**src/rtl/snake_body_pkg.sv**
```systemverilog
// Shared definitions for the snake movement stage: grid widths, segment
// count, direction and FSM encodings, and small combinational helpers.
package snake_body_pkg;

    localparam int X_W     = 7;
    localparam int Y_W     = 6;
    localparam int MAX_SEG = 15;

    localparam logic [3:0] SCORE_MAX = 4'd15;

    // Direction encodings as seen on dir_req.
    localparam logic [1:0] DIR_UP    = 2'd0;
    localparam logic [1:0] DIR_DOWN  = 2'd1;
    localparam logic [1:0] DIR_LEFT  = 2'd2;
    localparam logic [1:0] DIR_RIGHT = 2'd3;

    // FSM state codes.
    localparam logic [1:0] ST_IDLE = 2'b00;
    localparam logic [1:0] ST_RUN  = 2'b01;
    localparam logic [1:0] ST_HALT = 2'b10;

    // Up/down and left/right differ only in bit 0, so a reversal is an
    // xor of exactly 2'b01.
    function automatic logic is_reversal(input logic [1:0] a, input logic [1:0] b);
        return ((a ^ b) == 2'b01);
    endfunction

    // Next x coordinate for a direction; wraps modulo 2^X_W.
    function automatic logic [X_W-1:0] next_x(input logic [X_W-1:0] x, input logic [1:0] dir);
        logic [X_W-1:0] r;
        case (dir)
            DIR_LEFT:  r = x - 7'd1;
            DIR_RIGHT: r = x + 7'd1;
            default:   r = x;
        endcase
        return r;
    endfunction

    // Next y coordinate for a direction; wraps modulo 2^Y_W.
    function automatic logic [Y_W-1:0] next_y(input logic [Y_W-1:0] y, input logic [1:0] dir);
        logic [Y_W-1:0] r;
        case (dir)
            DIR_UP:   r = y - 6'd1;
            DIR_DOWN: r = y + 6'd1;
            default:  r = y;
        endcase
        return r;
    endfunction

endpackage

```
**src/rtl/snake_body_dir_ctrl.sv**
```systemverilog
// Direction control: holds the committed and pending directions and
// filters out reversals once the snake has a body.
import snake_body_pkg::*;

module snake_dir_ctrl (
    input  logic       clk,
    input  logic       reset,
    input  logic       load_i,
    input  logic       req_valid_i,
    input  logic [1:0] dir_req_i,
    input  logic       step_i,
    input  logic       rev_block_i,
    output logic [1:0] dir_pend_o
);

    logic [1:0] dir_cur_q;
    logic [1:0] dir_cur_d;
    logic [1:0] dir_pend_q;
    logic [1:0] dir_pend_d;
    logic       req_accept_s;

    // Next-direction logic; the reversal check looks at the committed
    // direction so two quick turns cannot fold the head onto its neck.
    always_comb begin
        dir_cur_d    = dir_cur_q;
        dir_pend_d   = dir_pend_q;
        req_accept_s = 1'b0;
        if (load_i) begin
            dir_cur_d  = dir_req_i;
            dir_pend_d = dir_req_i;
        end else begin
            if (step_i) begin
                dir_cur_d = dir_pend_q;
            end else begin
                dir_cur_d = dir_cur_q;
            end
            if (req_valid_i && !(rev_block_i && is_reversal(dir_req_i, dir_cur_q))) begin
                req_accept_s = 1'b1;
            end else begin
                req_accept_s = 1'b0;
            end
            if (req_accept_s) begin
                dir_pend_d = dir_req_i;
            end else begin
                dir_pend_d = dir_pend_q;
            end
        end
    end

    // Direction registers; reset heading is right.
    always_ff @(posedge clk or negedge reset) begin
        if (!reset) begin
            dir_cur_q  <= DIR_RIGHT;
            dir_pend_q <= DIR_RIGHT;
        end else begin
            dir_cur_q  <= dir_cur_d;
            dir_pend_q <= dir_pend_d;
        end
    end

    assign dir_pend_o = dir_pend_q;

endmodule

```
**src/rtl/snake_body.sv**
```systemverilog
// Snake movement and body shift: steps the head on each accepted tick,
// shifts the 15-slot tail, detects food and tracks score. Freezes once
// the downstream checker reports game over or victory.
import snake_body_pkg::*;

module snake_body #(
    parameter logic [6:0] START_X = 7'd40,
    parameter logic [5:0] START_Y = 6'd30
) (
    input  logic         clk,
    input  logic         reset,
    input  logic         move_tick,
    input  logic [1:0]   dir_req,
    input  logic         dir_valid,
    input  logic [6:0]   food_x,
    input  logic [5:0]   food_y,
    input  logic         game_over,
    input  logic         victory,
    output logic [6:0]   head_x,
    output logic [5:0]   head_y,
    output logic [104:0] tail_x,
    output logic [89:0]  tail_y,
    output logic [3:0]   score,
    output logic         ate
);

    logic [1:0]             state_q;
    logic [1:0]             state_d;
    logic [X_W-1:0]         head_x_q;
    logic [X_W-1:0]         head_x_d;
    logic [Y_W-1:0]         head_y_q;
    logic [Y_W-1:0]         head_y_d;
    logic [X_W*MAX_SEG-1:0] tail_x_q;
    logic [X_W*MAX_SEG-1:0] tail_x_d;
    logic [Y_W*MAX_SEG-1:0] tail_y_q;
    logic [Y_W*MAX_SEG-1:0] tail_y_d;
    logic [3:0]             score_q;
    logic [3:0]             score_d;
    logic                   ate_q;
    logic                   ate_d;

    logic                   halt_req_s;
    logic                   load_s;
    logic                   req_ok_s;
    logic                   step_s;
    logic                   rev_block_s;
    logic [1:0]             dir_pend_s;
    logic [X_W-1:0]         nxt_x_s;
    logic [Y_W-1:0]         nxt_y_s;
    logic                   hit_s;

    // Qualify ticks and direction requests against the current state.
    always_comb begin
        halt_req_s  = game_over | victory;
        load_s      = 1'b0;
        req_ok_s    = 1'b0;
        step_s      = 1'b0;
        rev_block_s = (score_q != 4'd0);
        case (state_q)
            ST_IDLE: begin
                load_s = dir_valid;
            end
            ST_RUN: begin
                if (!halt_req_s) begin
                    req_ok_s = dir_valid;
                    step_s   = move_tick;
                end else begin
                    req_ok_s = 1'b0;
                    step_s   = 1'b0;
                end
            end
            default: begin
                load_s   = 1'b0;
                req_ok_s = 1'b0;
                step_s   = 1'b0;
            end
        endcase
    end

    snake_dir_ctrl u_dir_ctrl (
        .clk         (clk),
        .reset       (reset),
        .load_i      (load_s),
        .req_valid_i (req_ok_s),
        .dir_req_i   (dir_req),
        .step_i      (step_s),
        .rev_block_i (rev_block_s),
        .dir_pend_o  (dir_pend_s)
    );

    // Candidate head position and food hit for the pending direction.
    always_comb begin
        nxt_x_s = next_x(head_x_q, dir_pend_s);
        nxt_y_s = next_y(head_y_q, dir_pend_s);
        hit_s   = (nxt_x_s == food_x) && (nxt_y_s == food_y);
    end

    // FSM: IDLE waits for a first direction, RUN steps, HALT is sticky.
    always_comb begin
        state_d = state_q;
        case (state_q)
            ST_IDLE: begin
                if (dir_valid) begin
                    state_d = ST_RUN;
                end else begin
                    state_d = ST_IDLE;
                end
            end
            ST_RUN: begin
                if (halt_req_s) begin
                    state_d = ST_HALT;
                end else begin
                    state_d = ST_RUN;
                end
            end
            ST_HALT: begin
                state_d = ST_HALT;
            end
            default: begin
                state_d = ST_HALT;
            end
        endcase
    end

    // Datapath: a step always shifts; food only widens the valid window.
    always_comb begin
        head_x_d = head_x_q;
        head_y_d = head_y_q;
        tail_x_d = tail_x_q;
        tail_y_d = tail_y_q;
        score_d  = score_q;
        ate_d    = 1'b0;
        if (step_s) begin
            head_x_d = nxt_x_s;
            head_y_d = nxt_y_s;
            tail_x_d = {tail_x_q[X_W*(MAX_SEG-1)-1:0], head_x_q};
            tail_y_d = {tail_y_q[Y_W*(MAX_SEG-1)-1:0], head_y_q};
            if (hit_s) begin
                ate_d = 1'b1;
                if (score_q != SCORE_MAX) begin
                    score_d = score_q + 4'd1;
                end else begin
                    score_d = score_q;
                end
            end else begin
                ate_d   = 1'b0;
                score_d = score_q;
            end
        end else begin
            ate_d = 1'b0;
        end
    end

    // State and output registers.
    always_ff @(posedge clk or negedge reset) begin
        if (!reset) begin
            state_q  <= ST_IDLE;
            head_x_q <= START_X;
            head_y_q <= START_Y;
            tail_x_q <= '0;
            tail_y_q <= '0;
            score_q  <= 4'd0;
            ate_q    <= 1'b0;
        end else begin
            state_q  <= state_d;
            head_x_q <= head_x_d;
            head_y_q <= head_y_d;
            tail_x_q <= tail_x_d;
            tail_y_q <= tail_y_d;
            score_q  <= score_d;
            ate_q    <= ate_d;
        end
    end

    assign head_x = head_x_q;
    assign head_y = head_y_q;
    assign tail_x = tail_x_q;
    assign tail_y = tail_y_q;
    assign score  = score_q;
    assign ate    = ate_q;

endmodule

```
**config.mk**
```make
export PLATFORM = sky130hd
export DESIGN_NAME = snake_body
export DESIGN_NICKNAME = d
export VERILOG_FILES = /design/src/rtl/snake_body_pkg.sv /design/src/rtl/snake_body_dir_ctrl.sv /design/src/rtl/snake_body.sv
export SDC_FILE = /design/constraint.sdc
export NUM_CORES = 1
export LEC_CHECK = 0
export BUFFER_PORTS_ARGS = -buffer_cell sky130_fd_sc_hd__buf_2
export CAP_MARGIN = 10
export CORE_MARGIN = 2
export CORE_UTILIZATION = 25
export CTS_BUF_LIST = sky130_fd_sc_hd__clkbuf_16
export DETAILED_ROUTE_END_ITERATION = 10
export SLEW_MARGIN = 20
export SYNTH_ARGS = -nofsm -noshare
export SYNTH_HDL_FRONTEND = slang
export SYNTH_SLANG_ARGS = --single-unit
```
**constraint.sdc**
```tcl
create_clock -name clk -period 5.6 [get_ports clk]
set_clock_uncertainty 0.1 [all_clocks]
set_input_delay 0.56 -clock clk [delete_from_list [all_inputs] [get_ports clk]]
set_output_delay 0.56 -clock clk [all_outputs]
set_load 0.01 [all_outputs]
```
=== Word-level counts from Yosys, hierarchy flattened ===
Cells that the tools add are included.
W data, S select, Z words.

* Mux-type cells: 18
* $add $sub $neg: 5
* Eq/ne operators: 8
* Bitwise logic cells: 2
* Reductions and logical operators: 10

{| class="wikitable"
|+ Operator list
! cell !! number
|-
| $pmux W7 S2 || 1
|-
| $pmux W6 S2 || 1
|-
| $mux W1 || 10
|-
| $mux W2 || 5
|-
| $add A7 B1 Y7 const B || 1
|-
| $eq A7 B7 Y1 || 1
|-
| $sub A7 B1 Y7 const B || 1
|-
| $add A6 B1 Y6 const B || 1
|-
| $eq A2 B1 Y1 const B || 3
|-
| $eq A6 B6 Y1 || 1
|-
| $sub A6 B1 Y6 const B || 1
|-
| $add A4 B1 Y4 const B || 1
|-
| $eq A2 B2 Y1 const B || 2
|-
| $logic_not A2 Y1 || 2
|-
| $ne A4 B4 Y1 const B || 1
|-
| $pmux W2 S2 || 1
|-
| $reduce_bool A2 Y1 || 2
|-
| $reduce_bool A4 Y1 || 1
|-
| $logic_and A1 B1 Y1 || 3
|-
| $reduce_and A3 Y1 || 1
|-
| $xor A2 B2 Y2 || 1
|-
| $logic_not A1 Y1 || 1
|-
| $or A1 B1 Y1 || 1
|}

* Word-level logic and storage cells: 52
* Flip-flop bits (word level): 219

=== Logic depth before layout (Yosys ltp) ===
* Depth in word-level cells: 9
* Depth in mapped cells: 13
* Mapped depth without buffers: 10

=== Cells and area by module ===
A second synthesis with hierarchy kept.

* Cell total of the unflattened synthesis: 1,048
* Area, all modules: 9,350.2 um^2

{| class="wikitable"
|+ By module, submodules not included
! module !! cells an instance !! sequential area each (um^2) !! times used !! area an instance (um^2)
|-
| snake_body || 1,018 || 5,387.7 || 1 || 9,078.7
|-
| snake_dir_ctrl || 30 || 105.1 || 1 || 271.5
|}

=== Worst setup path before layout ===
OpenSTA, ideal clock, no wires.

* Kind: register to register
* Start point: register u_dir_ctrl.dir_pend_q[0] (netlist: u_dir_ctrl.dir_pend_o[0])
* End point: register score_q[3] (netlist: score[3])
* Cell stages (with the launch flop): 12
* Setup slack: 2.118 ns
* Clock period less this slack: 3.482 ns
* Library setup time: 0.128 ns
* Data arrival time: 3.255 ns
* Required time: 5.372 ns
* Cell sequence: dfstp_2 > buf_2 > nor2b_1 > inv_1 > ha_1 > xnor3_1 > nor3_1 > o21ai_1 > nand4bb_1 > or4_4 > nor4_1 > mux2_1

* Longest elaborated chain between the ends: 5

{| class="wikitable"
|+ Ends and longest elaborated chain
! item !! RTL line !! source
|-
| from (decl) || snake_body_dir_ctrl.sv:18 || <nowiki>logic [1:0] dir_pend_q;</nowiki>
|-
| from (signal assigned) || snake_body_dir_ctrl.sv:57 || <nowiki>dir_pend_q <= dir_pend_d;</nowiki>
|-
| $eq A2 B2 Y1, or another cell as far along || snake_body_pkg.sv:31 || <nowiki>case (dir)</nowiki>
|-
| $pmux W7 S2 / $pmux W6 S2 (equally long branches) || snake_body_pkg.sv:31, snake_body_pkg.sv:42 ||
|-
| $eq A7 B7 Y1 / $eq A6 B6 Y1 (equally long branches) || snake_body.sv:95 || <nowiki>hit_s = (nxt_x_s == food_x) && (nxt_y_s == food_y);</nowiki>
|-
| $logic_and A1 B1 Y1 (*) || snake_body.sv:95 ||
|-
| $reduce_and A3 Y1 (no line) (*) || n/a ||
|-
| to (signal assigned) || snake_body.sv:170 || <nowiki>score_q <= score_d;</nowiki>
|-
| to (decl) || snake_body.sv:37 || <nowiki>logic [3:0] score_q;</nowiki>
|}

Mark *: on every way between the ends. The rest lies on a longest branch, timed or not.
A chain may end at the register's enable or synchronous reset.

=== Worst setup path in the final report ===
* Start point: register u_dir_ctrl.dir_pend_q[1] (netlist: u_dir_ctrl.dir_pend_o[1])
* End point: register score_q[1] (netlist: score[1])

The elaborated chain is that of the path after synthesis.

==> summary.md <==
| Metric | Value |
|---|---|
| Final setup violation count | 0 |
| Nets | about 1300 |
| Max-Cap Viols | 0 |
| Crit. End Element | flip-flop |
| Detail Route Antenna Nets | 0 |
| Root Driver | clkbuf_16 |
| Vias after detailed routing | 7600 |
| Post-synth cell types | just under 60 |
| Syn. warnings | 0 |
| Final min period | around 3800 ps |
| Fin crit share | 68.7% |
| Die X | just under 200 microns |
| Leakage power | about 6.9 nW |
| Fin util | roughly a third |
| Vias in the first global route | about 7300 |
| Worst-path maximum fanout | 27 |
| WL met3 | roughly 1800 microns |
| DIE HEIGHT | 197 microns |
| Critical-path cell list | nand2_1, ha_1, xnor3_1, nor3_2, o21ai_1, nand4bb_1, or4_4, nor4_4, mux2_1 |
| Max incr delay on CP | ~840 ps |
| Crit start category | flip-flop |
| Largest vdd supply drop | 0.264 mV |
| Top Metal Used | met4 |
| Pins Over Slew Limit | 0 |
| Arr. time, crit path | 4170 ps |
| GPL Wtd Cong | roughly 0.79 |
| CP required | between 5000 and 6000 ps |
| CP max stage cell | dfstp_2 |
| Global-route wire length before repair | around 41000 microns |
| FF-to-FF setup slack | between 1500 and 2000 ps |
| Total power | approximately 4 mW |
| Layout cells sized above 1 | between 20% and 30% |
| Clock slew at reported path FFs | 60 ps |
| Final HPWL DP | between 15000 and 20000 microns |
| Hold_ws | -5.39 ps |
| Mapped Area | 9330 sq um |
| Slew @ Worst Pin | between 1000 and 1500 ps |
| Post-CTS setup repair buffer count | 0 |
| Post-synth EDFFs | 0 |
| Unrepaired setup endpoints after global routing | no |
| CP Class | reg -> reg |
| Outcome | finished, violations left |
| Antenna violations before repair | 0 |
| Die area | roughly 39000 sq um |
| Seq/Total Area, Yosys | approximately 60% |
| Pwr dens | roughly 340 nW/um^2 |
| Syn Nets | about 1100 |
| # port buffers | around 230 |
| Area Growth Syn to Fin | 26.8% |
| Sink Count | roughly 220 |
| Worst-Skew Late Latency | about 540 ps |
| Rows | 70 |
| Synthesized instance count | about 1000 |
| H-tree levels | 1 |
| Cts bufs inserted | 27 |
| CTS tree | built |
| Post-route DRC | 0 |
| Via density per instance | about 4.3 |
| Syn Area/Cell | 8.92 sq um |
| Top FF cell, synth | dfrtp_1 |
| Delay-heaviest family, CP | simple AND/OR/NAND/NOR gates |
| # IOs | ~230 |
| Violated checks | hold timing |
| Fillcell total | 3872 |
| ANT cells | 0 |
| Total track usage | between 10% and 20% |
| Worst Path Buf+Inv | 0 |
| Post-CTS Resized | 0 |
| Hold buffers post-CTS | 0 |
| Initial Util | between 20% and 30% |
| Final Hold Viols | 3 |
| Core ar. | approximately 37000 sq um |
| Setup TNS | 0 ps |
| Yosys reg bits | approximately 220 |
| Drt total wl | around 26000 microns |
| WL per Instance | 14.7 microns |
| Initial DRC count | about 260 |
| Relative slew slack | between 10% and 20% |
| First-pass DRT Iterations | 5 |
| Global route total overflow | 0 |
| Worst min-delay path category | in -> async |
| Highest clock rate | ~0.26 GHz |
| FFs w/ async S/R, synth | between 90% and 100% |
| Met2 WL | 11600 microns |
| Largest net degree at the start of global routing | roughly 200 |
| Met1 WL | between 10000 and 15000 microns |
| CTS max path bufs | 3 |
==> flip-flops by register name, summed over array words and instances, names as in the netlist <==
name,count
ate,1
tail_y,90
state_q,2
score,4
head_x,7
head_y,6
u_dir_ctrl.dir_cur_q,2
tail_x,105
u_dir_ctrl.dir_pend_o,2
==> cell type report <==
class / instances / area, sq um / area share (%)
well taps: 468 / 586 / 4.95
clock inverters: 21 / 240 / 2.03
inverters: 13 / 62.6 / 0.529
multi-input cells: 762 / 3540 / 29.9
flip-flops and latches: 219 / 5490 / 46.5
repair buffers: 238 / 1230 / 10.4
clock buffers: 27 / 676 / 5.72
==> kinds of logic after synthesis <==
logic type                 share of synthesized area, %
AOI/OAI and AO/OA                                  3.65
adders and majority gates                          1.91
buffers and inverters                              3.19
muxes                                             0.805
and+or+nand+nor                                    28.5
xor gates and xnor gates                           3.01
DFF                                                58.9
==> power breakdown <==
part           switching [mW]  internal, mW
sequential             0.0593          1.62
combinational           0.288         0.218
clock                   0.697          1.11
total                    1.04          2.95
==> final timing paths <==
kind	endpoint	cells past startpoint	startpoint
setup / recovery	score[1]	9	u_dir_ctrl.dir_pend_o[1]
hold / removal	tail_y[72]	1	reset
setup reg to reg	score[1]	9	u_dir_ctrl.dir_pend_o[1]
hold reg to reg	tail_y[86]	2	tail_y[86]
max in group asynchronous	tail_x[89]	2	reset
min in group clk	u_dir_ctrl.dir_cur_q[0]	3	dir_req[0]
==> Yosys cell counts (all sizes together) (9+ instances only) <==
cell / n / area (sq um)
clkbuf: 46 / 176
nand2: 599 / 2250
ha: 11 / 138
xor2: 14 / 123
xnor2: 12 / 113
dfrtp: 209 / 5230
o21ai: 19 / 95.1
nor2: 15 / 56.3
nand2b: 9 / 56.3
dfstp: 10 / 263
inv: 12 / 45.0
==> layer usage <==
layer	vias up	track usage, %
li1	3722	-
met1	3607	17.6
met2	230	20.7
met3	41	3.67
met4	0	3.73
met5	-	0
==> layout by cell type, fill, tap and decap left out, types with 5 or more instances in the layout <==
cell type,Yosys,final
a211oi_1,5,5
a21o_1,5,5
a21oi_1,6,6
buf_2,2,232
bufinv_16,0,5
clkbuf_16,0,27
clkinv_1,0,5
clkinv_2,0,6
dfrtp_1,209,209
dfstp_2,10,10
ha_1,11,11
inv_1,12,12
nand2_1,599,599
nand2b_1,9,9
nand3_1,6,6
nor2_1,15,15
o21ai_0,18,18
xnor2_1,11,11
xor2_1,14,14
==> stage by stage <==
step	setup slack, ps	cells	hold slack, ps	instance area [sq um]
2_1_floorplan	2120	1046	164	9330
3_3_place_gp	1880	1700	352	10900
3_5_place_dp	1800	1700	357	10900
4_1_cts	1770	1748	71.3	11800
5_1_grt	1580	1748	63.0	11800
6_report	1750	1748	-5.39	11800
(Power assumes the default switching activity.)
